===== src/rtl/lsu_pkg.sv =====
// lsu_pkg: shared funct3 codes, FSM state type and access-size helpers for the load/store unit
package lsu_pkg;
  localparam logic [2:0] F3_B  = 3'b000;
  localparam logic [2:0] F3_H  = 3'b001;
  localparam logic [2:0] F3_W  = 3'b010;
  localparam logic [2:0] F3_BU = 3'b100;
  localparam logic [2:0] F3_HU = 3'b101;
  typedef enum logic [2:0] {IDLE, ACC0, ACC1, FIN, RESP} state_t;
  function automatic logic [3:0] size_mask(input logic [2:0] f3);
    return f3[1:0] == 2'b00 ? 4'h1 : f3[1:0] == 2'b01 ? 4'h3 : 4'hF;
  endfunction
  function automatic logic legal(input logic we, input logic [2:0] f3);
    return we ? f3 <= F3_W : (f3 <= F3_W || f3 == F3_BU || f3 == F3_HU);
  endfunction
endpackage


===== src/rtl/lsu_if.sv =====
// lsu_if: request/response handshake and data RAM port of the load/store unit
interface lsu_if;
  logic        req_valid;
  logic        req_ready;
  logic        req_we;
  logic [2:0]  req_funct3;
  logic [31:0] req_addr;
  logic [31:0] req_wdata;
  logic        rsp_valid;
  logic [31:0] rsp_rdata;
  logic        rsp_err;
  logic [31:0] mem_addr;
  logic        mem_read;
  logic [3:0]  mem_write;
  logic [31:0] mem_wdata;
  logic [31:0] mem_rdata;
  modport slave (
    input  req_valid, req_we, req_funct3, req_addr, req_wdata, mem_rdata,
    output req_ready, rsp_valid, rsp_rdata, rsp_err, mem_addr, mem_read, mem_write, mem_wdata
  );
  modport master (
    output req_valid, req_we, req_funct3, req_addr, req_wdata, mem_rdata,
    input  req_ready, rsp_valid, rsp_rdata, rsp_err, mem_addr, mem_read, mem_write, mem_wdata
  );
endinterface


===== src/rtl/lsu_align.sv =====
// lsu_align: store lane/byte-enable generation and load merge, shift and extension
module lsu_align
  import lsu_pkg::*;
(
  input  logic [2:0]  funct3,
  input  logic [1:0]  off,
  input  logic [31:0] wdata,
  input  logic [31:0] mem_rdata,
  input  logic [31:0] buf0,
  output logic        split,
  output logic [7:0]  be64,
  output logic [63:0] data64,
  output logic [31:0] ldata
);
  logic [3:0]  m;
  logic [31:0] wmask;
  logic [55:0] w56;
  logic [31:0] sh;
  always_comb begin
    m      = size_mask(funct3);
    wmask  = {{8{m[3]}}, {8{m[2]}}, {8{m[1]}}, {8{m[0]}}};
    be64   = {4'b0, m} << off;
    data64 = {32'b0, wdata & wmask} << {off, 3'b000};
    split  = |be64[7:4];
    // byte 7 of the merged pair can never be selected, so only 56 bits are kept
    w56    = split ? {mem_rdata[23:0], buf0} : {24'b0, mem_rdata};
    sh     = w56[{off, 3'b000} +: 32];
    ldata  = funct3 == F3_B  ? {{24{sh[7]}}, sh[7:0]} :
             funct3 == F3_H  ? {{16{sh[15]}}, sh[15:0]} :
             funct3 == F3_BU ? {24'b0, sh[7:0]} :
             funct3 == F3_HU ? {16'b0, sh[15:0]} : sh;
  end
endmodule


===== src/rtl/load_store_unit.sv =====
// load_store_unit: single-outstanding load/store sequencer with split unaligned accesses
module load_store_unit
  import lsu_pkg::*;
(
  input logic clk,
  input logic rst,
  lsu_if.slave bus
);
  state_t      state, state_n;
  logic        we_q, err_q, split;
  logic [2:0]  f3_q;
  logic [31:0] addr_q, wdata_q, buf0, rdata_q, ldata, word0;
  logic [7:0]  be64;
  logic [63:0] data64;
  lsu_align u_align (
    .funct3(f3_q), .off(addr_q[1:0]), .wdata(wdata_q), .mem_rdata(bus.mem_rdata),
    .buf0(buf0), .split(split), .be64(be64), .data64(data64), .ldata(ldata)
  );
  assign word0         = {addr_q[31:2], 2'b00};
  assign bus.rsp_rdata = rdata_q;
  assign bus.rsp_err   = err_q;
  always_comb begin
    state_n       = state;
    bus.req_ready = state == IDLE;
    bus.rsp_valid = state == RESP && !rst;
    bus.mem_addr  = '0;
    bus.mem_read  = 1'b0;
    bus.mem_write = '0;
    bus.mem_wdata = '0;
    case (state)
      IDLE: if (bus.req_valid) state_n = legal(bus.req_we, bus.req_funct3) ? ACC0 : RESP;
      ACC0: begin
        bus.mem_addr  = word0;
        bus.mem_read  = !we_q;
        bus.mem_write = we_q ? be64[3:0] : 4'b0;
        bus.mem_wdata = we_q ? data64[31:0] : 32'b0;
        state_n       = split ? ACC1 : FIN;
      end
      ACC1: begin
        bus.mem_addr  = word0 + 32'd4;
        bus.mem_read  = !we_q;
        bus.mem_write = we_q ? be64[7:4] : 4'b0;
        bus.mem_wdata = we_q ? data64[63:32] : 32'b0;
        state_n       = FIN;
      end
      FIN:     state_n = RESP;
      default: state_n = IDLE;
    endcase
    if (rst) begin
      bus.mem_addr  = '0;
      bus.mem_read  = 1'b0;
      bus.mem_write = '0;
      bus.mem_wdata = '0;
    end
  end
  always_ff @(posedge clk) begin
    if (rst) begin
      state   <= IDLE;
      we_q    <= 1'b0;
      f3_q    <= '0;
      addr_q  <= '0;
      wdata_q <= '0;
      buf0    <= '0;
      rdata_q <= '0;
      err_q   <= 1'b0;
    end else begin
      state <= state_n;
      if (state == IDLE && bus.req_valid) begin
        we_q    <= bus.req_we;
        f3_q    <= bus.req_funct3;
        addr_q  <= bus.req_addr;
        wdata_q <= bus.req_wdata;
        if (!legal(bus.req_we, bus.req_funct3)) begin
          rdata_q <= '0;
          err_q   <= 1'b1;
        end
      end
      if (state == ACC1 && !we_q) buf0 <= bus.mem_rdata;
      if (state == FIN) begin
        rdata_q <= we_q ? 32'b0 : ldata;
        err_q   <= 1'b0;
      end
    end
  end
endmodule


===== src/flat_wrapper.sv =====
// flat-port wrapper written by rule: the top's interface ports become plain ports
module load_store_unit_flat import lsu_pkg::*;
  (clk, rst, bus_req_valid, bus_req_we, bus_req_funct3, bus_req_addr, bus_req_wdata, bus_mem_rdata, bus_req_ready, bus_rsp_valid, bus_rsp_rdata, bus_rsp_err, bus_mem_addr, bus_mem_read, bus_mem_write, bus_mem_wdata);
  lsu_if bus_i ();
  input logic clk;
  input logic rst;
  input wire logic [$bits(bus_i.req_valid)-1:0] bus_req_valid;
  input wire logic [$bits(bus_i.req_we)-1:0] bus_req_we;
  input wire logic [$bits(bus_i.req_funct3)-1:0] bus_req_funct3;
  input wire logic [$bits(bus_i.req_addr)-1:0] bus_req_addr;
  input wire logic [$bits(bus_i.req_wdata)-1:0] bus_req_wdata;
  input wire logic [$bits(bus_i.mem_rdata)-1:0] bus_mem_rdata;
  output wire logic [$bits(bus_i.req_ready)-1:0] bus_req_ready;
  output wire logic [$bits(bus_i.rsp_valid)-1:0] bus_rsp_valid;
  output wire logic [$bits(bus_i.rsp_rdata)-1:0] bus_rsp_rdata;
  output wire logic [$bits(bus_i.rsp_err)-1:0] bus_rsp_err;
  output wire logic [$bits(bus_i.mem_addr)-1:0] bus_mem_addr;
  output wire logic [$bits(bus_i.mem_read)-1:0] bus_mem_read;
  output wire logic [$bits(bus_i.mem_write)-1:0] bus_mem_write;
  output wire logic [$bits(bus_i.mem_wdata)-1:0] bus_mem_wdata;
  assign bus_i.req_valid = bus_req_valid;
  assign bus_i.req_we = bus_req_we;
  assign bus_i.req_funct3 = bus_req_funct3;
  assign bus_i.req_addr = bus_req_addr;
  assign bus_i.req_wdata = bus_req_wdata;
  assign bus_i.mem_rdata = bus_mem_rdata;
  assign bus_req_ready = bus_i.req_ready;
  assign bus_rsp_valid = bus_i.rsp_valid;
  assign bus_rsp_rdata = bus_i.rsp_rdata;
  assign bus_rsp_err = bus_i.rsp_err;
  assign bus_mem_addr = bus_i.mem_addr;
  assign bus_mem_read = bus_i.mem_read;
  assign bus_mem_write = bus_i.mem_write;
  assign bus_mem_wdata = bus_i.mem_wdata;
  load_store_unit u_core (.clk(clk), .rst(rst), .bus(bus_i));
endmodule

===== config.mk =====
export PLATFORM = sky130hd
export DESIGN_NAME = load_store_unit_flat
export DESIGN_NICKNAME = d
export VERILOG_FILES = /design/src/rtl/lsu_pkg.sv /design/src/rtl/lsu_if.sv /design/src/rtl/lsu_align.sv /design/src/rtl/load_store_unit.sv /design/src/flat_wrapper.sv
export SDC_FILE = /design/constraint.sdc
export NUM_CORES = 1
export LEC_CHECK = 0
export CORE_AREA = 2 2 151 116
export DETAILED_ROUTE_END_ITERATION = 12
export DIE_AREA = 0 0 153 118
export GPL_ROUTABILITY_DRIVEN = 0
export HOLD_SLACK_MARGIN = 0.06
export PLACE_DENSITY = 0.89
export REMOVE_ABC_BUFFERS = 1
export SLEW_MARGIN = 20
export SYNTH_ARGS = -nofsm -noshare
export SYNTH_HDL_FRONTEND = slang
export SYNTH_SLANG_ARGS = --single-unit

===== constraint.sdc =====
create_clock -name clk -period 2.9 [get_ports clk]
set_clock_uncertainty 0.05 [all_clocks]
set_input_delay 0.87 -clock clk [delete_from_list [all_inputs] [get_ports clk]]
set_output_delay 0.87 -clock clk [all_outputs]
set_load 0.05 [all_outputs]

Word-level counts from Yosys, hierarchy flattened
Index checks and enable logic that the tools add are counted.

Register bits after elaboration: 136. Output and inout port bits: 104. Word-level logic and storage cells: 71.

Add/subtract/negate cells: 1. Magnitude comparators: 1. Eq/ne operators: 12. Shifts and indexed selects: 3. Muxes and demuxes: 28. Bitwise logic cells: 2. Reduce and logical (&&, ||, !) cells: 16.

Operators with widths (count): 32-bit two-way mux (12); 32-bit one-hot mux with 2 select lines (2); 32-bit by 5-bit << shifter with 64-bit output (1); 56-bit two-way mux (1); 56-bit by 6-bit variable part select with 32-bit output (1); 32-bit by 3-bit adder with 32-bit output, second input constant (1); 32-bit bitwise AND (1); 4-bit two-way mux (5); 3-bit == test, second input constant (5); 3-bit one-hot mux with 4 select lines (1); 4-bit one-hot mux with 2 select lines (1); 4-bit by 2-bit << shifter with 8-bit output (1); 3-bit by 1-bit == test with 1-bit output, second input constant (2); 3-bit by 2-bit == test with 1-bit output, second input constant (2); 3-bit zero test (2); 3-bit two-way mux (2); 1-bit two-way mux (4); 2-bit inequality test, second input constant (2); 2-bit AND reduction (2); 2-bit OR reduction (2); 4-bit OR reduction (1); 3-bit by 2-bit <= comparator with 1-bit output, second input constant (1); 1-bit logical AND (3); 2-bit by 1-bit == test with 1-bit output, second input constant (1); 5 further kinds (7).

Longest topological paths before layout
Gate-level depths: netlist (run 1).

Depth after elaboration: 13. Gate-level depth with buffers: 8.

By module
Synthesis (run 1) repeated with hierarchy kept, for this count alone.

Cell total of the unflattened synthesis: 1246. Area, all modules: 8947.3 sq um.

By module, submodules not included: load_store_unit (instances 1, cells an instance 833, area an instance 6172.2 sq um, sequential area each 2722.6 sq um); lsu_align (instances 1, cells an instance 413, area an instance 2775.2 sq um, sequential area each 0.0 sq um).

Worst setup path after synthesis (run 1)
No wires, ideal clock.

Path kind: input port to output port. Start point: input port rst. End point: output port bus_rsp_valid. Arrival: 2.890 ns. Slack: -0.910 ns. Cell stages on the path: 3. Path buffers: 2. Cell sequence: clkbuf_1 > clkbuf_1 > nor4b_1.

Cells in the longest elaborated chain, start to end: 2.

Ends and longest elaborated chain: start: declaration (RTL line flat_wrapper.sv:6) `input logic rst;`; 1-bit zero test (RTL line load_store_unit.sv:25) `bus.rsp_valid = state == RESP && !rst;`; 1-bit logical AND (RTL line load_store_unit.sv:25); end: declaration (RTL line flat_wrapper.sv:14) `output wire logic [$bits(bus_i.rsp_valid)-1:0] bus_rsp_valid;`.

No other way between the ends.

Worst setup path in the final report (run 1)
Start point: register u_core.addr_q[4]. End point: output port bus_mem_addr[28].

Cells in the longest elaborated chain, start to end: 3.

Ends and longest elaborated chain: start: declaration (RTL line load_store_unit.sv:12) `logic [31:0] addr_q, wdata_q, buf0, rdata_q, ldata, word0;`; start signal: assignment (RTL line load_store_unit.sv:71) `addr_q <= bus.req_addr;`; 32-bit by 3-bit adder with 32-bit output (RTL line load_store_unit.sv:40) `bus.mem_addr = word0 + 32'd4;`; 32-bit one-hot mux with 2 select lines (RTL line load_store_unit.sv:30) `case (state)`; 32-bit two-way mux (RTL line load_store_unit.sv:49) `if (rst) begin`; end: declaration (RTL line flat_wrapper.sv:17) `output wire logic [$bits(bus_i.mem_addr)-1:0] bus_mem_addr;`.

No other way between the ends.

==> impl_metrics.env, run 1 <==
export IMPL_outcome="complete, but fails checks"
export IMPL_violations="setup timing"
export IMPL_max_slew_margin_pct=44.1
export IMPL_cts_tree="built"
export IMPL_synth_edff_count=0
export IMPL_synth_cell_types=70
export IMPL_cts_buffers=17
export IMPL_grt_pass1_wl_mm=56.4
export IMPL_hpwl_mm=20.5
export IMPL_finalPower_mw=6.35
export IMPL_fin_crit_sh_pct=125
export IMPL_synthCells=1102
export IMPL_worstPathRequired_ns=1.98
export IMPL_drive_above_1_share_pct=35.0
export IMPL_setup_viol=51
export IMPL_first_pass_iters=8
export IMPL_slowest_delay_ns=0.57
export IMPL_grt_max_degree=69
export IMPL_cpMaxStageDelayCell="or4_4"
export IMPL_synth_ff_type="dfxtp_1"
export IMPL_r2r_slack_ns=0.13
export IMPL_arrival_ns=2.71
export IMPL_postLayoutSetupSlackWorst_ns=-0.730
export IMPL_min_path_type="reg -> reg"
export IMPL_crit_reg2reg_capture="u_core.bus.rsp_rdata[8]$_SDFFE_PP0P_"
export IMPL_insertion_delay_ns=0.44
export IMPL_dieArea_um2=18100
export IMPL_holdPathEnd="u_core.buf0[15]$_SDFFE_PP0P_"
export IMPL_ff2ff_path_depth=8
export IMPL_antenna_found_initial=0
export IMPL_grt_overflow_total=0
export IMPL_cts_root_buf="clkbuf_16"
export IMPL_endpoint_kind="output pin"
export IMPL_worstPathCellList="buf_4 -> nand3_4 -> nor4_4 -> nand3_1 -> or4_4 -> a31oi_4 -> buf_12"
export IMPL_clk_pin_slew_ns=0.07
export IMPL_hold_depth=2
export IMPL_die_h_um=118
export IMPL_start_util_pct=48.9
export IMPL_path_class="reg -> out"
export IMPL_yosys_warnings=0
export IMPL_worstHoldStart="u_core.buf0[15]$_SDFFE_PP0P_"
export IMPL_ys_seq_area_share_pct=33.1
export IMPL_syn_cell_area_um2=8110
export IMPL_routed_via_count=10800
export IMPL_ys_ff_latch=134
export IMPL_synthArstFlopShare_pct=0
export IMPL_max_freq_mhz=275
export IMPL_syn_avg_cell_area_um2=7.36
export IMPL_row_count=41
export IMPL_holdWs_ns=0.408
export IMPL_port_buffers=204
export IMPL_ioPinCount=207
export IMPL_fin_nets=1477
export IMPL_clockBufferDepth=2
export IMPL_crit_fanout=5
export IMPL_syn2layout_area_growth_pct=70.7
export IMPL_globalRouteTotalUtil_pct=38.5
export IMPL_htree_levels=4
export IMPL_r2r_start="u_core.addr_q[0]$_SDFFE_PP0P_"
export IMPL_num_antenna_cells=0
export IMPL_via_per_inst=6.72
export IMPL_rsz0062_at_grt="yes"
export IMPL_wl_per_cell_um=24.7
export IMPL_drc=0
export IMPL_postRouteWirelength_mm=39.5
export IMPL_cts_sinks=134
export IMPL_drt_iter0_drc=1743
export IMPL_grt_pass1_vias=10700
export IMPL_cp_start_kind="flip-flop"
export IMPL_die_w_um=153
export IMPL_post_route_min_period_ns=3.63
export IMPL_leakage_nw=5.15
export IMPL_maxCapViolCount=0
export IMPL_tightest_slew_ns=0.838
export IMPL_slew_violations=0
export IMPL_fillers=869
export IMPL_final_hold_viol_count=0
export IMPL_ant_nets=0
export IMPL_power_density_nw_per_um2=459
export IMPL_core_area_um2=16600
export IMPL_ir_worst_vdd_v=0.000430
[cell families after synthesis]
family                     after synthesis  synth area share (%)
adders and majority gates                1                 0.154
DFF                                    134                  33.1
buffers and inverters                  111                  6.00
AOI/OAI and AO/OA                      319                  24.9
muxes                                   47                  8.21
other                                    1                0.0463
xor gates and xnor gates                 1                 0.108
and+or+nand+nor                        488                  27.5
[synthesized netlist by cell type (19+ instances only)]
cell	count	area, um2
nand2_1	281	1050
dfxtp_1	134	2680
a21oi_1	129	646
nor2_1	75	282
clkbuf_1	65	244
o21ai_0	50	250
nand3_1	23	115
and3_1	22	138
buf_2	20	100
a22oi_1	19	143
[worst max-delay path, delay by kind of cell, from the launching register on]
family | cells | cell delay, ns
flops | 1 | 0.37
compound gates | 1 | 0.22
simple gates | 4 | 1.37
buf+inv | 2 | 0.30
[per-stage QoR]
step	std cells	setup WS (ns)	cell area [um2]	util, %	setup TNS [ns]
floorplan	1001	-2.35	7660	-	-188.94
global placement	1522	-0.137	11500	69.3	-2.40
detailed placement	1522	-0.236	11500	69.3	-4.64
CTS	1599	-0.403	13300	80.5	-8.04
global route	1601	-0.806	13800	83.5	-15.31
finish	1601	-0.730	13800	83.5	-12.83
[cells in the final DEF, fill, tap and decap left out, types with 8 or more instances in the layout]
| cell | synthesis | final |
|---|---|---|
| buf_4 | 6 | 102 |
| buf_6 | 3 | 34 |
| nor2_2 | 0 | 21 |
| and3_1 | 22 | 18 |
| a21oi_1 | 129 | 111 |
| inv_1 | 8 | 8 |
| o211ai_1 | 12 | 12 |
| nand2_1 | 281 | 273 |
| o21ai_0 | 50 | 28 |
| a32oi_2 | 0 | 11 |
| nor2_4 | 0 | 26 |
| a22o_1 | 8 | 8 |
| nor2_1 | 75 | 28 |
| dfxtp_2 | 0 | 11 |
| mux2i_1 | 17 | 17 |
| mux2_2 | 15 | 14 |
| clkbuf_16 | 0 | 19 |
| clkdlybuf4s50_1 | 0 | 134 |
| a31oi_1 | 18 | 14 |
| nand3_1 | 23 | 12 |
| o21ai_1 | 7 | 15 |
| nand3_4 | 0 | 8 |
| a21oi_2 | 1 | 15 |
| dfxtp_4 | 0 | 10 |
| mux4_2 | 14 | 14 |
| dfxtp_1 | 134 | 113 |
| o21ai_2 | 0 | 11 |
| a221o_1 | 11 | 11 |
| buf_12 | 0 | 76 |
| a22oi_2 | 0 | 13 |
| nand4_1 | 9 | 9 |
| nor3_1 | 18 | 14 |
[how the worst max path moves through the flow]
stage                              startpoint                                     to  slack, ns
2_1_floorplan   u_core.addr_q[0]$_SDFFE_PP0P_                       bus_mem_wdata[1]      -2.35
3_3_place_gp                    bus_req_valid  u_core.bus.rsp_rdata[29]$_SDFFE_PP0P_      -0.14
3_5_place_dp                    bus_req_valid  u_core.bus.rsp_rdata[29]$_SDFFE_PP0P_      -0.24
4_1_cts        u_core.addr_q[17]$_SDFFE_PP0P_                       bus_mem_addr[28]      -0.40
5_1_grt         u_core.addr_q[6]$_SDFFE_PP0P_                       bus_mem_addr[13]      -0.81
6_report        u_core.addr_q[4]$_SDFFE_PP0P_                       bus_mem_addr[28]      -0.73
[where the power goes]
| group | leakage [nW] | internal, mW | switching (mW) |
|---|---|---|---|
| Combinational | 3.75 | 0.777 | 1.16 |
| Clock | 0.299 | 1.24 | 1.02 |
| Sequential | 1.10 | 1.98 | 0.169 |
| Total | 5.15 | 4.00 | 2.35 |
[timing repair]
item,4_1_cts,5_1_grt
hold buffers,0,0
hold endpoints to repair,0,0
pin swaps,71,81
resized for setup,219,121
setup buffers,46,17
endpoints found under the setup margin,65,69
cloned,6,1
[metal layers]
layer / global-route usage (%) / vias to the layer above / share of wire (%)
met2: 64.0 / 1038 / 46
met5: 0 / - / 0
met1: 46.4 / 4914 / 35
met3: 10.0 / 291 / 12
met4: 18.7 / 0 / 6.9
li1: - / 4522 / -
[sequential cells by signal, summed over array words and instances (netlist names)]
register,flops
u_core.we_q,1
u_core.state,3
u_core.bus.rsp_rdata,32
u_core.f3_q,3
u_core.addr_q,32
u_core.bus.rsp_err,1
u_core.buf0,30
u_core.wdata_q,32
[final cells by class]
type,instances,area [um2],share of cell area [%]
Clock inverter,15,183,1.32
Multi-Input combinational cell,859,6080,43.9
Inverter,9,33.8,0.244
Clock buffer,17,425,3.07
Sequential cell,134,2730,19.7
Tap cell,215,269,1.94
Timing Repair Buffer,352,4120,29.8
Note: power is estimated with default switching activity, not from simulation.
==> inputs of run 2 (changes only) <==
SLEW_MARGIN = default   (was 20)
==> results of run 2 <==
Final layout, timing and power as in run 1 (identical DEF).
